**src/rtl/rr_encoder_arbiter.sv**
```systemverilog
// Round-robin arbiter for 8 requesters with a registered one-hot grant, its encoded index
// and a per-grant hold timeout that forces release after MAX_HOLD cycles.
//
// state | meaning
// IDLE  | no grant held; issue next grant when enabled and any request is up
// BUSY  | grant held for grant_idx until its request drops or hold timer expires
module rr_encoder_arbiter #(
  parameter int N        = 8,
  parameter int MAX_HOLD = 16
) (
  input  logic         clk,
  input  logic         rst_n,
  input  logic         enable,
  input  logic [N-1:0] req,
  output logic [N-1:0] grant,
  output logic [2:0]   grant_idx,
  output logic         grant_valid,
  output logic         expired
);

  localparam int HW = (MAX_HOLD > 1) ? $clog2(MAX_HOLD) : 1;

  typedef enum logic {IDLE, BUSY} state_t;

  state_t        state, state_nx;
  logic [2:0]    ptr, ptr_nx, pick;
  logic          found;
  logic [HW-1:0] hold_left, hold_left_nx;
  logic [N-1:0]  grant_nx;
  logic [2:0]    idx_nx;
  logic          valid_nx, expired_nx;
  logic          hold_tc;

  // hold_left counts down the cycles remaining after the current one; zero is terminal
  assign hold_tc = (MAX_HOLD != 0) && (hold_left == '0);

  always_comb begin
    found = 1'b0;
    pick  = ptr;
    for (int i = 0; i < 8; i++) begin
      if (!found && req[3'(ptr + 3'(i))]) begin
        found = 1'b1;
        pick  = 3'(ptr + 3'(i));
      end
    end
  end

  always_comb begin
    state_nx     = state;
    ptr_nx       = ptr;
    hold_left_nx = hold_left;
    grant_nx     = grant;
    idx_nx       = grant_idx;
    valid_nx     = grant_valid;
    expired_nx   = 1'b0;
    case (state)
      IDLE: begin
        if (enable && found) begin
          grant_nx     = N'(1) << pick;
          idx_nx       = pick;
          valid_nx     = 1'b1;
          hold_left_nx = HW'(MAX_HOLD - 1);
          state_nx     = BUSY;
        end
      end
      BUSY: begin
        if (!req[grant_idx] || hold_tc) begin
          // a dropped request wins over a simultaneous timeout: no expired pulse
          expired_nx = req[grant_idx];
          grant_nx   = '0;
          idx_nx     = 3'd0;
          valid_nx   = 1'b0;
          ptr_nx     = 3'(grant_idx + 3'd1);
          state_nx   = IDLE;
        end else if (MAX_HOLD != 0 && hold_left != '0) begin
          hold_left_nx = hold_left - HW'(1);
        end
      end
      default: state_nx = IDLE;
    endcase
  end

  always_ff @(posedge clk or negedge rst_n) begin
    if (!rst_n) begin
      state       <= IDLE;
      ptr         <= 3'd0;
      hold_left   <= '0;
      grant       <= '0;
      grant_idx   <= 3'd0;
      grant_valid <= 1'b0;
      expired     <= 1'b0;
    end else begin
      state       <= state_nx;
      ptr         <= ptr_nx;
      hold_left   <= hold_left_nx;
      grant       <= grant_nx;
      grant_idx   <= idx_nx;
      grant_valid <= valid_nx;
      expired     <= expired_nx;
    end
  end

endmodule
```
**config.mk**
```make
export PLATFORM = sky130hd
export DESIGN_NAME = rr_encoder_arbiter
export DESIGN_NICKNAME = d
export VERILOG_FILES = /design/src/rtl/rr_encoder_arbiter.sv
export SDC_FILE = /design/constraint.sdc
export NUM_CORES = 1
export LEC_CHECK = 0
export CAP_MARGIN = 25
export CORE_ASPECT_RATIO = 0.8
export CORE_MARGIN = 2
export CORE_UTILIZATION = 55
export CTS_BUF_LIST = sky130_fd_sc_hd__clkbuf_4
export DETAILED_ROUTE_END_ITERATION = 7
export GPL_TIMING_DRIVEN = 0
export PLACE_DENSITY = 0.79
export SYNTH_ARGS = -nofsm -noshare
export SYNTH_HDL_FRONTEND = slang
export SYNTH_SLANG_ARGS = --single-unit
```
**constraint.sdc**
```tcl
create_clock -name clk -period 4 [get_ports clk]
set_input_delay 0.8 -clock clk [delete_from_list [all_inputs] [get_ports clk]]
set_output_delay 0.8 -clock clk [all_outputs]
set_load 0.03 [all_outputs]
```
==> impl_results.md, run 1 <==
* Outcome: finished clean
* Layout fillers at between 200 and 300
* R2R depth at 12
* TNS Setup at 0 ns
* Leading area contributor after synthesis: dfrtp_1
* Most frequent cells in the layout: 23 x clkdlybuf4s50_1, 21 x dfrtp_1, 17 x nand2_1
* Nets at ~240
* IR drop worst, VDD at about 0.53 mV
* DRT Wirelength at 5130 um
* Worst Skew at 0.0164 ns
* Yosys top cell area share at 0.253
* Die area at about 4300 um^2
* Fmax at 281 MHz
* Die X at between 70 and 80 um
* N_diodes at 0
* Crit Path Max Fanout at 9
* Crit path arrival time at between 3 and 4 ns
* Yosys cell types at 59
* Initial Util at 0.590
* Fin crit period at roughly 3.6 ns
* Area grow syn2layout at 15.1%
* Die Ht at between 50 and 60 um
* Worst-Margin Slew at between 0.9 and 1 ns
* Crit path to: grant[2]
* Gr ovfl total at 0
* Final Hold Viols at 0
* CTS tree: built
* Area contributors post-synth: dfrtp_1 25%, mux4_2 12%, mux2i_1 6.8%
* Avg Cell Area, Syn at between 10 and 15 um^2
* Worst R2R Start: ptr[1]
* Post-CTS Hold Buffers at 0
* Initial antenna violation count at 0
* CTS resizes at 0
* Worst EP required at 4.22 ns
* Asr flop ratio synth at 1.00
* Power per cell area at roughly 960 nW/um^2
* Yosys synthesis warning count at 0
* Clk_lat worst skew at approximately 0.31 ns
* Synthesized Nets at 214
* DR DRC count at 0
* Critical-path cell list: buf_2, inv_1, ha_1, buf_6, mux2i_1, mux4_2, o32ai_1, a31oi_1, o21ai_1, mux2i_1, inv_2, a32o_1
* Worst setup path startpoint: ptr[1]
* Slew Viols, Final at 0
* Worst Setup Start Kind: register
* Static leakage at 0.965 nW
* Max H-tree Level at 1
* Initial DRC count at 112
* Dpl ws at between 0.3 and 0.4 ns
* Core Util, Final at 0.679
* Wire per inst at approximately 19 um
* Via count of the routed design at about 1800
* Layout cells sized above 1 at 0.239
* R2r setup slk at ~0.44 ns
* Flops & latches, synth at 21
* Via-to-Cell Ratio at 6.75
* Port Buffer Count at 23
* CTS Buffer Depth at 2
* Iteration count of the initial detailed-routing pass at 4
* Clock sink count at 21
* Clock slew at reported path FFs at roughly 0.13 ns
* Relative slew margins at 0.373
* Vias in the first global route at ~1800
* Power Total at between 2 and 2.5 mW
* Post-Syn Area at between 2000 and 2500 um^2
* Core Footprint at approximately 3500 um^2
* ANT nets after route at 0
* Tot GR Track Use at 0.260
* Critical Path End Type: register
* Final setup fails at 0
* Crit Path Class: register to register
* CTS root buffer: clkbuf_4
* Dpl cell area at about 2400 um^2
* Post-CTS Repair Setup Buffers at 0
* DP Wirelength at 3890 um
* Synth Flop Type: dfrtp_1
* Design Area, Final at ~2400 um^2
* Slowest stage delay, CP at 0.57 ns
* RSZ-0062 raised after global routing: false
* R2r endpoint: grant[2]
* Cell repeated most along the worst path: mux2i_1
* Worst setup margin at approximately 0.44 ns
* Sequential area share after synthesis at 0.253
* GP Congestion at 0.911
* Post-route clock period utilization at 0.890
* Slowest CP cell: o32ai_1
* Io pins at 24
* Largest net degree at the start of global routing at 22
* Worst min-delay path class: register to register
* Total CTS buffers at 3
* Post-synth EDFFs at 0
* Number of max-cap violations at 0
* First-pass GRT wire length at ~8500 um
* Std-Cell Rows at 19
* Synth Instances at 199
* Most common cell after layout, fill and taps aside: clkdlybuf4s50_1
[Yosys cell counts, drive strengths merged, types with 3 or more instances]
cell type / number
nor3: 4
xnor2: 3
a22o: 3
a32o: 4
mux4: 11
mux2i: 16
nand2: 18
a21oi: 6
a21o: 5
nand2b: 3
nand3: 6
nor2: 7
o21ai: 17
inv: 8
a22oi: 4
dfrtp: 21
o31ai: 4
a211oi: 5
ha: 4
a21boi: 3
mux2: 11
buf: 10
nor2b: 4
a31oi: 4
[stage by stage]
step	hold slack (ns)	cells
floorplan	0.472	199
global placement	0.464	264
detailed placement	0.476	264
CTS	0.506	268
global route	0.539	268
finish	0.505	268
[sequential cells by signal (all words and copies together) (netlist names)]
name and count:
grant 8, hold_left 4, grant_idx 3, ptr 3, expired 1, grant_valid 1
state 1
[kinds of logic after synthesis]
| kind of cell | count (synthesis) | synth area share |
|---|---|---|
| xor+xnor | 4 | 0.0241 |
| simple gates | 46 | 0.119 |
| fa+ha+maj | 4 | 0.0241 |
| buf+inv | 20 | 0.0524 |
| compound gates | 66 | 0.253 |
| flops | 21 | 0.253 |
| mux | 38 | 0.274 |
[worst min-delay path by stage]
stage                             from            to  cells past startpoint
final                         grant[0]      grant[0]                      2
after CTS                  grant_valid   grant_valid                      1
after detailed placement   grant_valid   grant_valid                      1
after floorplan           hold_left[0]  hold_left[0]                      1
after global routing          grant[4]      grant[4]                      2
after global placement     grant_valid   grant_valid                      1
[report_power, final]
| group | leakage, nW | total, mW | internal (mW) | switching, mW |
|---|---|---|---|---|
| registers | 0.265 | 0.367 | 0.292 | 0.0753 |
| clock network | 0.0184 | 0.111 | 0.0457 | 0.0655 |
| logic | 0.681 | 1.81 | 0.781 | 1.03 |
[critical path, delay by kind of cell (launching register included)]
family          cells  cell delay [ns]
compound gates      4             1.10
mux                 3             1.00
flops               1             0.36
fa+ha+maj           1             0.32
buf+inv             4             0.68
[area by class of cell]
type	count	area, um^2	share of cell area
plain buffers	12	78.8	0.0330
inverters	8	30.0	0.0126
repair buffers	23	230	0.0964
clock buffers	4	30.0	0.0126
multi-input cells	158	1440	0.603
well taps	42	52.6	0.0220
flip-flops and latches	21	526	0.220
[per-layer routing]
metal / global-route usage / part of all wire / routed length [um]
met4: 0.0661 / 0.012 / 62
met5: 0 / 0 / 0
met2: 0.403 / 0.46 / 2370
met3: 0.0668 / 0.077 / 396
met1: 0.368 / 0.45 / 2300
(Power assumes the default switching activity.)
==> run 2: changes to the inputs <==
Settings changed: GPL_ROUTABILITY_DRIVEN set to 1, REMOVE_ABC_BUFFERS set to 1.
==> run 2 against run 1 <==
Against the previous run:
- non-clock buffer count shrank 10
- clock-buffer cell count unchanged
- final area fell by 1.2%
- setup slack worse by 0.034 ns
- register-to-register slack got worse by 0.03 ns
- final cell count down 3.7%
- sequential share of layout area grew 0.48 points
- critical path depth decreased by 2
- critical endpoint unchanged
- core utilization fell by 0.82 points
- first-iteration DRC count increased by 53%
- via count down 5.3%
==> impl_results.md, run 2 (synthesis gave the netlist of run 1 again) <==
* GP Congestion at 0.861 (was 0.911)
* Clk_lat worst skew at 0.31 ns (about the same)
* Worst EP required at 4.21 ns (was 4.22 ns)
* Psw at 1.14 mW (was 1.17 mW)
* IR drop worst, VDD at 0.713 mV (was 0.529 mV)
* Critical Path End Type: register (unchanged)
* Comb power frac at 0.746 (was 0.791)
* Iteration count of the initial detailed-routing pass at 4 (unchanged)
* Max reg flops at 8 (unchanged)
* RSZ-0062 raised after global routing: false (unchanged)
* Internal at 1.09 mW (was 1.12 mW)
* Via-to-Cell Ratio at 6.64 (was 6.75)
* Fin crit period at 3.59 ns (was 3.56 ns)
* Final setup fails at 0 (unchanged)
* Worst Skew at 0.00627 ns (was 0.0164 ns)
* Die X at 72.7 um (unchanged)
* Relative slew margins at 0.346 (was 0.373)
* Critical-path cell list: inv_1, ha_4, mux2i_1, mux4_2, o32ai_1, a31oi_1, o21ai_1, mux2i_1, inv_2, a32o_1 (was buf_2, inv_1, ha_1, buf_6, mux2i_1, mux4_2, o32ai_1, a31oi_1, o21ai_1, mux2i_1, inv_2, a32o_1)
* Power per cell area at 949 nW/um^2 (was 958 nW/um^2)
* Start point of the worst hold path: grant[4] (was grant[0])
* Initial Util at 0.590 (unchanged)
* Most common cell after layout, fill and taps aside: clkdlybuf4s50_1 (unchanged)
* R2r setup slk at 0.41 ns (was 0.44 ns)
* Net Sw Frac at 0.511 (about the same)
* Vias in the first global route at 1645 (was 1785)
* Final Hold Viols at 0 (unchanged)
* Core Util, Final at 0.671 (was 0.679)
* ANT nets after route at 0 (unchanged)
* Biggest regs: grant (8), hold_left (4) (unchanged)
* Max H-tree Level at 1 (unchanged)
* Post-route clock period utilization at 0.899 (was 0.890)
* Fmax at 278 MHz (was 281 MHz)
* Power Total at 2.24 mW (was 2.29 mW)
* DR DRC count at 0 (unchanged)
* Port Buffer Count at 23 (unchanged)
* Multi-input logic area at 1450 um^2 (was 1440 um^2)
* Crit Path Class: register to register (unchanged)
* Register Area at 531 um^2 (was 526 um^2)
* Wire per inst at 18.5 um (was 19.1 um)
* Gr ovfl total at 0 (unchanged)
* N_diodes at 0 (unchanged)
* Nets at 232 (was 242)
* Die Ht at 58.9 um (unchanged)
* Cell repeated most along the worst path: mux2i_1 (unchanged)
* Slowest stage delay, CP at 0.65 ns (was 0.57 ns)
* Via count of the routed design at 1713 (was 1808)
* Core Footprint at 3520 um^2 (unchanged)
* Layout fillers at 272 (was 273)
* CTS Buffer Depth at 2 (unchanged)
* CTS tree: built (unchanged)
* Initial DRC count at 171 (was 112)
* Crit Path Max Fanout at 19 (was 9)
* Std-Cell Rows at 19 (unchanged)
* R2r endpoint: grant[2] (unchanged)
* Largest net degree at the start of global routing at 28 (was 22)
* Clock network fraction of design power at 0.049 (about the same)
* Most frequent cells in the layout: 23 x clkdlybuf4s50_1, 19 x dfrtp_1, 17 x nand2_1 (was 23 x clkdlybuf4s50_1, 21 x dfrtp_1, 17 x nand2_1)
* Die area at 4280 um^2 (unchanged)
* Clock slew at reported path FFs at 0.12 ns (was 0.13 ns)
* DRT Wirelength at 4780 um (was 5130 um)
* Largest register by flop count: grant (unchanged)
* Hold path endpoint: grant[4] (was grant[0])
* Worst Setup Start Kind: register (unchanged)
* Tot GR Track Use at 0.244 (was 0.260)
* Total CTS buffers at 3 (unchanged)
* Crit path arrival time at 3.80 ns (was 3.78 ns)
* Area grow syn2layout at 13.7% (was 15.1%)
* DP Wirelength at 3560 um (was 3890 um)
* Sum of buffers and inverters on the critical path at 2 (was 4)
* Clock sink count at 21 (unchanged)
* R2R depth at 10 (was 12)
* Number of max-cap violations at 0 (unchanged)
* Slowest CP cell: dfrtp_2 (was o32ai_1)
* Top cell family by delay on the critical path: multiplexers (was compound AO/OA/AOI/OAI gates)
* Worst R2R Start: ptr[1] (unchanged)
* Post-CTS Repair Setup Buffers at 0 (unchanged)
* WHS Path Cells at 2 (unchanged)
* Worst-Margin Slew at 0.981 ns (was 0.937 ns)
* Layout cells sized above 1 at 0.236 (was 0.239)
* Slew Viols, Final at 0 (unchanged)
* Io pins at 24 (unchanged)
* CTS root buffer: clkbuf_4 (unchanged)
* Sequential Power Share at 0.205 (was 0.160)
* Initial antenna violation count at 0 (unchanged)
* First-pass GRT wire length at 8090 um (was 8540 um)
* Worst min-delay path class: register to register (unchanged)
* Static leakage at 0.932 nW (was 0.965 nW)
* Outcome: finished clean (unchanged)
-- run 2: cell count changes in the layout (fill, tap and decap cells not counted), sizes merged --
| cell | delta |
|---|---|
| buf | -9 |
| clkbuf | -1 |
-- run 2: worst register-to-register path: stages (launching register included) --
cell and delay (ns):
dfrtp_2 0.65, inv_1 0.27, ha_4 0.49, mux2i_1 0.14, mux4_2 0.51, o32ai_1 0.52, a31oi_1 0.08, o21ai_1 0.19
mux2i_1 0.37, inv_2 0.06, a32o_1 0.22
-- run 2: worst max-delay path by stage --
stage / startpoint / slack, ns / depth (start not counted) / end
after floorplan: ptr[0] / 0.18 / 9 / grant[3]
after global placement: ptr[0] / -0.41 / 10 / grant[2]
after detailed placement: ptr[0] / -0.51 / 10 / grant[2]
after CTS: ptr[0] / 0.09 / 10 / grant[2]
after global routing: ptr[0] / 0.16 / 10 / grant[2]
final: ptr[1] / 0.41 / 10 / grant[2]
-- run 2: area by class of cell --
cell class | instances | area share
clock buffer | 4 | 0.0127
inverter | 8 | 0.0127
multi-input combinational | 158 | 0.616
sequential | 21 | 0.225
tap | 42 | 0.0223
timing repair buffer | 25 | 0.111
-- run 2: power groups by stage --
stage / combinational (mW) / sequential, mW / clock, mW
6_report: 1.67 / 0.459 / 0.109
3_3_place_gp: 1.57 / 0.449 / 0
5_1_grt: 1.80 / 0.481 / 0.121
4_1_cts: 1.62 / 0.456 / 0.112
2_1_floorplan: 1.17 / 0.511 / 0
3_5_place_dp: 1.61 / 0.457 / 0
-- run 2: per-stage QoR --
step / std cells / setup TNS (ns) / area [um^2] / worst slack, ns / hold slack (ns)
after floorplan: 187 / 0 / 2000 / 0.185 / 0.472
after global placement: 252 / -4.83 / 2280 / -0.411 / 0.462
after detailed placement: 253 / -6.30 / 2290 / -0.510 / 0.471
after CTS: 257 / 0 / 2320 / 0.0933 / 0.499
after global routing: 258 / 0 / 2360 / 0.155 / 0.519
final: 258 / 0 / 2360 / 0.406 / 0.496
-- run 2: routing by layer --
| metal | global-route usage | wire [um] | vias to the layer above |
|---|---|---|---|
| met5 | 0 | 0 | - |
| li1 | - | - | 806 |
| met2 | 0.361 | 2150 | 61 |
| met1 | 0.370 | 2290 | 841 |
| met4 | 0.0450 | 35 | 0 |
| met3 | 0.0565 | 312 | 5 |
-- run 2: what timing repair did --
item | in CTS | in global routing
gates resized for setup | 3 | 2
cloned | 0 | 0
hold buffers | 0 | 0
setup endpoints to repair | 17 | 11
==> run 3: changes to the inputs <==
--- a/config.mk
+++ b/config.mk
@@ -9,10 +9,10 @@
 export CORE_ASPECT_RATIO = 0.8
 export CORE_MARGIN = 2
-export CORE_UTILIZATION = 55
+export CORE_UTILIZATION = 58
 export CTS_BUF_LIST = sky130_fd_sc_hd__clkbuf_4
 export DETAILED_ROUTE_END_ITERATION = 7
 export GPL_ROUTABILITY_DRIVEN = 1
 export GPL_TIMING_DRIVEN = 0
-export PLACE_DENSITY = 0.79
+export PLACE_DENSITY = 0.82
 export REMOVE_ABC_BUFFERS = 1
 export SYNTH_ARGS = -nofsm -noshare
==> constraint.sdc (replaced) <==
create_clock -name clk -period 4 [get_ports clk]
set_input_delay 0.4 -clock clk [delete_from_list [all_inputs] [get_ports clk]]
set_output_delay 0.4 -clock clk [all_outputs]
set_load 0.03 [all_outputs]
==> run 3 against run 2 <==
Against the previous run:
- clock-buffer cell count stayed put
- die area fell by 4.9%
- maximum frequency decreased by 1.5%
- non-clock buffer count is 1 lower
- critical path depth is the same
- register-to-register slack worse by 0.06 ns
- via count up 1.8%
- sequential power is essentially flat
- combinational power about the same
- first-iteration DRC count shrank 56%
- critical endpoint unchanged
- largest cell class unchanged
- largest power group unchanged
==> impl_results.md, run 3 (synthesis gave the netlist of run 1 again) <==
* R2r setup slk at 0.35 ns (was 0.41 ns)
* Initial Util at 0.606 (was 0.590)
* Register Area at 531 um^2 (unchanged)
* Wire per inst at 18.3 um (was 18.5 um)
* DR DRC count at 0 (unchanged)
* Slowest CP cell: dfrtp_2 (unchanged)
* Slew Viols, Final at 0 (unchanged)
* Worst setup margin at 0.351 ns (was 0.406 ns)
* Port Buffer Count at 23 (unchanged)
* Power per cell area at 951 nW/um^2 (was 949 nW/um^2)
* Max reg flops at 8 (unchanged)
* Via count of the routed design at 1744 (was 1713)
* Static leakage at 0.920 nW (was 0.932 nW)
* GP Congestion at 0.931 (was 0.861)
* Final setup fails at 0 (unchanged)
* Iteration count of the initial detailed-routing pass at 4 (unchanged)
* N_diodes at 0 (unchanged)
* Number of max-cap violations at 0 (unchanged)
* Die area at 4080 um^2 (was 4280 um^2)
* DP Wirelength at 3510 um (was 3560 um)
* Area grow syn2layout at 12.5% (was 13.7%)
* Finished Layout Cells at 257 (was 258)
* Crit Path Max Fanout at 19 (unchanged)
* Layout cells sized above 1 at 0.233 (was 0.236)
* Die X at 70.9 um (was 72.7 um)
* Nets at 231 (was 232)
* Clk_lat worst skew at 0.30 ns (was 0.31 ns)
* Biggest regs: grant (8), hold_left (4) (unchanged)
* Core Footprint at 3420 um^2 (was 3520 um^2)
* Max H-tree Level at 1 (unchanged)
* Worst EP required at 4.20 ns (was 4.21 ns)
* DRT Wirelength at 4700 um (was 4780 um)
* Clock slew at reported path FFs at 0.11 ns (was 0.12 ns)
* Multi-input logic area at 1450 um^2 (unchanged)
* Cell repeated most along the worst path: mux2i_1 (unchanged)
* Tot GR Track Use at 0.246 (was 0.244)
* Outcome: finished clean (unchanged)
* Critical-path cell list: inv_1, ha_4, mux2i_1, mux4_2, o32ai_1, a31oi_1, o21ai_1, mux2i_1, inv_2, a32o_1 (unchanged)
* Fin crit period at 3.65 ns (was 3.59 ns)
* Slowest stage delay, CP at 0.65 ns (about the same)
* Fmax at 274 MHz (was 278 MHz)
* Relative slew margins at 0.350 (was 0.346)
* Std-Cell Rows at 19 (unchanged)
* Largest net degree at the start of global routing at 28 (unchanged)
* First-pass GRT wire length at 7960 um (was 8090 um)
* Largest register by flop count: grant (unchanged)
* Gr ovfl total at 0 (unchanged)
* Total CTS buffers at 3 (unchanged)
* Initial antenna violation count at 0 (unchanged)
* IR drop worst, VDD at 0.569 mV (was 0.713 mV)
* CTS root buffer: clkbuf_4 (unchanged)
* Final Hold Viols at 0 (unchanged)
* Crit path arrival time at 3.85 ns (was 3.80 ns)
* RSZ-0062 raised after global routing: false (unchanged)
* CTS Buffer Depth at 2 (unchanged)
* Initial DRC count at 76 (was 171)
* Critical Path End Type: register (unchanged)
* Worst-Margin Slew at 0.976 ns (was 0.981 ns)
* ANT nets after route at 0 (unchanged)
* Worst Skew at 0.00516 ns (was 0.00627 ns)
* Post-CTS Hold Buffers at 0 (unchanged)
* Post-route clock period utilization at 0.912 (was 0.899)
* Most frequent cells in the layout: 23 x clkdlybuf4s50_1, 19 x dfrtp_1, 17 x nand2_1 (unchanged)
* Worst Setup Start Kind: register (unchanged)
* Clock sink count at 21 (unchanged)
* Io pins at 24 (unchanged)
* Die Ht at 57.5 um (was 58.9 um)
* CTS tree: built (unchanged)
* Layout fillers at 275 (was 272)
* Dpl ws at -0.530 ns (was -0.510 ns)
* Most common cell after layout, fill and taps aside: clkdlybuf4s50_1 (unchanged)
* Worst min-delay path class: register to register (unchanged)
* DP Cell Count at 253 (unchanged)
* Crit Path Class: register to register (unchanged)
* Via-to-Cell Ratio at 6.79 (was 6.64)
* Vias in the first global route at 1596 (was 1645)
## run 3: final timing paths
path / start / end / cells after the start
setup reg to reg: ptr[1] / grant[2] / 10
setup / recovery: ptr[1] / grant[2] / 10
hold reg to reg: grant[4] / grant[4] / 2
max in group asynchronous: rst_n / ptr[0] / 1
min in group asynchronous: rst_n / grant[0] / 1
hold / removal: grant[4] / grant[4] / 2
## run 3: metal layers
metal / global-route usage / vias to the layer above / part of all wire / routed length [um]
li1: - / 803 / - / -
met1: 0.395 / 871 / 0.48 / 2250
met2: 0.367 / 66 / 0.45 / 2110
met3: 0.0477 / 4 / 0.066 / 312
met4: 0.0108 / 0 / 0.0057 / 27
met5: 0 / - / 0 / 0
## run 3: repair_timing
action,4_1_cts,5_1_grt
gates cloned,0,0
gates resized for setup,3,2
buffers inserted,0,0
endpoints found under the setup margin,17,11
## run 3: area by class of cell
cell class | instances | share of cell area
multi-input combinational | 158 | 0.623
sequential | 21 | 0.227
timing repair buffer | 24 | 0.102
tap | 42 | 0.0225
clock buffer | 4 | 0.0129
inverter | 8 | 0.0129
## run 3: through the flow
stage	setup TNS [ns]	util	total power [mW]	instance area (um^2)	hold WS, ns
finish	0	0.682	2.22	2330	0.501
global route	0	0.682	2.39	2330	0.536
CTS	0	0.678	2.18	2320	0.504
detailed placement	-5.76	0.668	2.06	2290	0.478
global placement	-4.35	0.666	2.01	2280	0.461
floorplan	0	-	1.68	2000	0.104
## run 3: where the power goes
part           leakage (nW)  switching, mW  total [mW]  internal, mW
Combinational         0.639          0.903        1.65         0.750
Clock                0.0184         0.0621       0.108        0.0457
Sequential            0.263          0.165       0.460         0.295
## run 3: worst max-delay path: cells and delay by family, from the launching register on
| kind | cells | cell delay [ns] |
|---|---|---|
| adder cells (fa/ha/maj) | 1 | 0.49 |
| multiplexers | 3 | 1.01 |
| AO/OA/AOI/OAI | 4 | 1.06 |
| buffers and inverters | 2 | 0.33 |
| flip-flops | 1 | 0.65 |
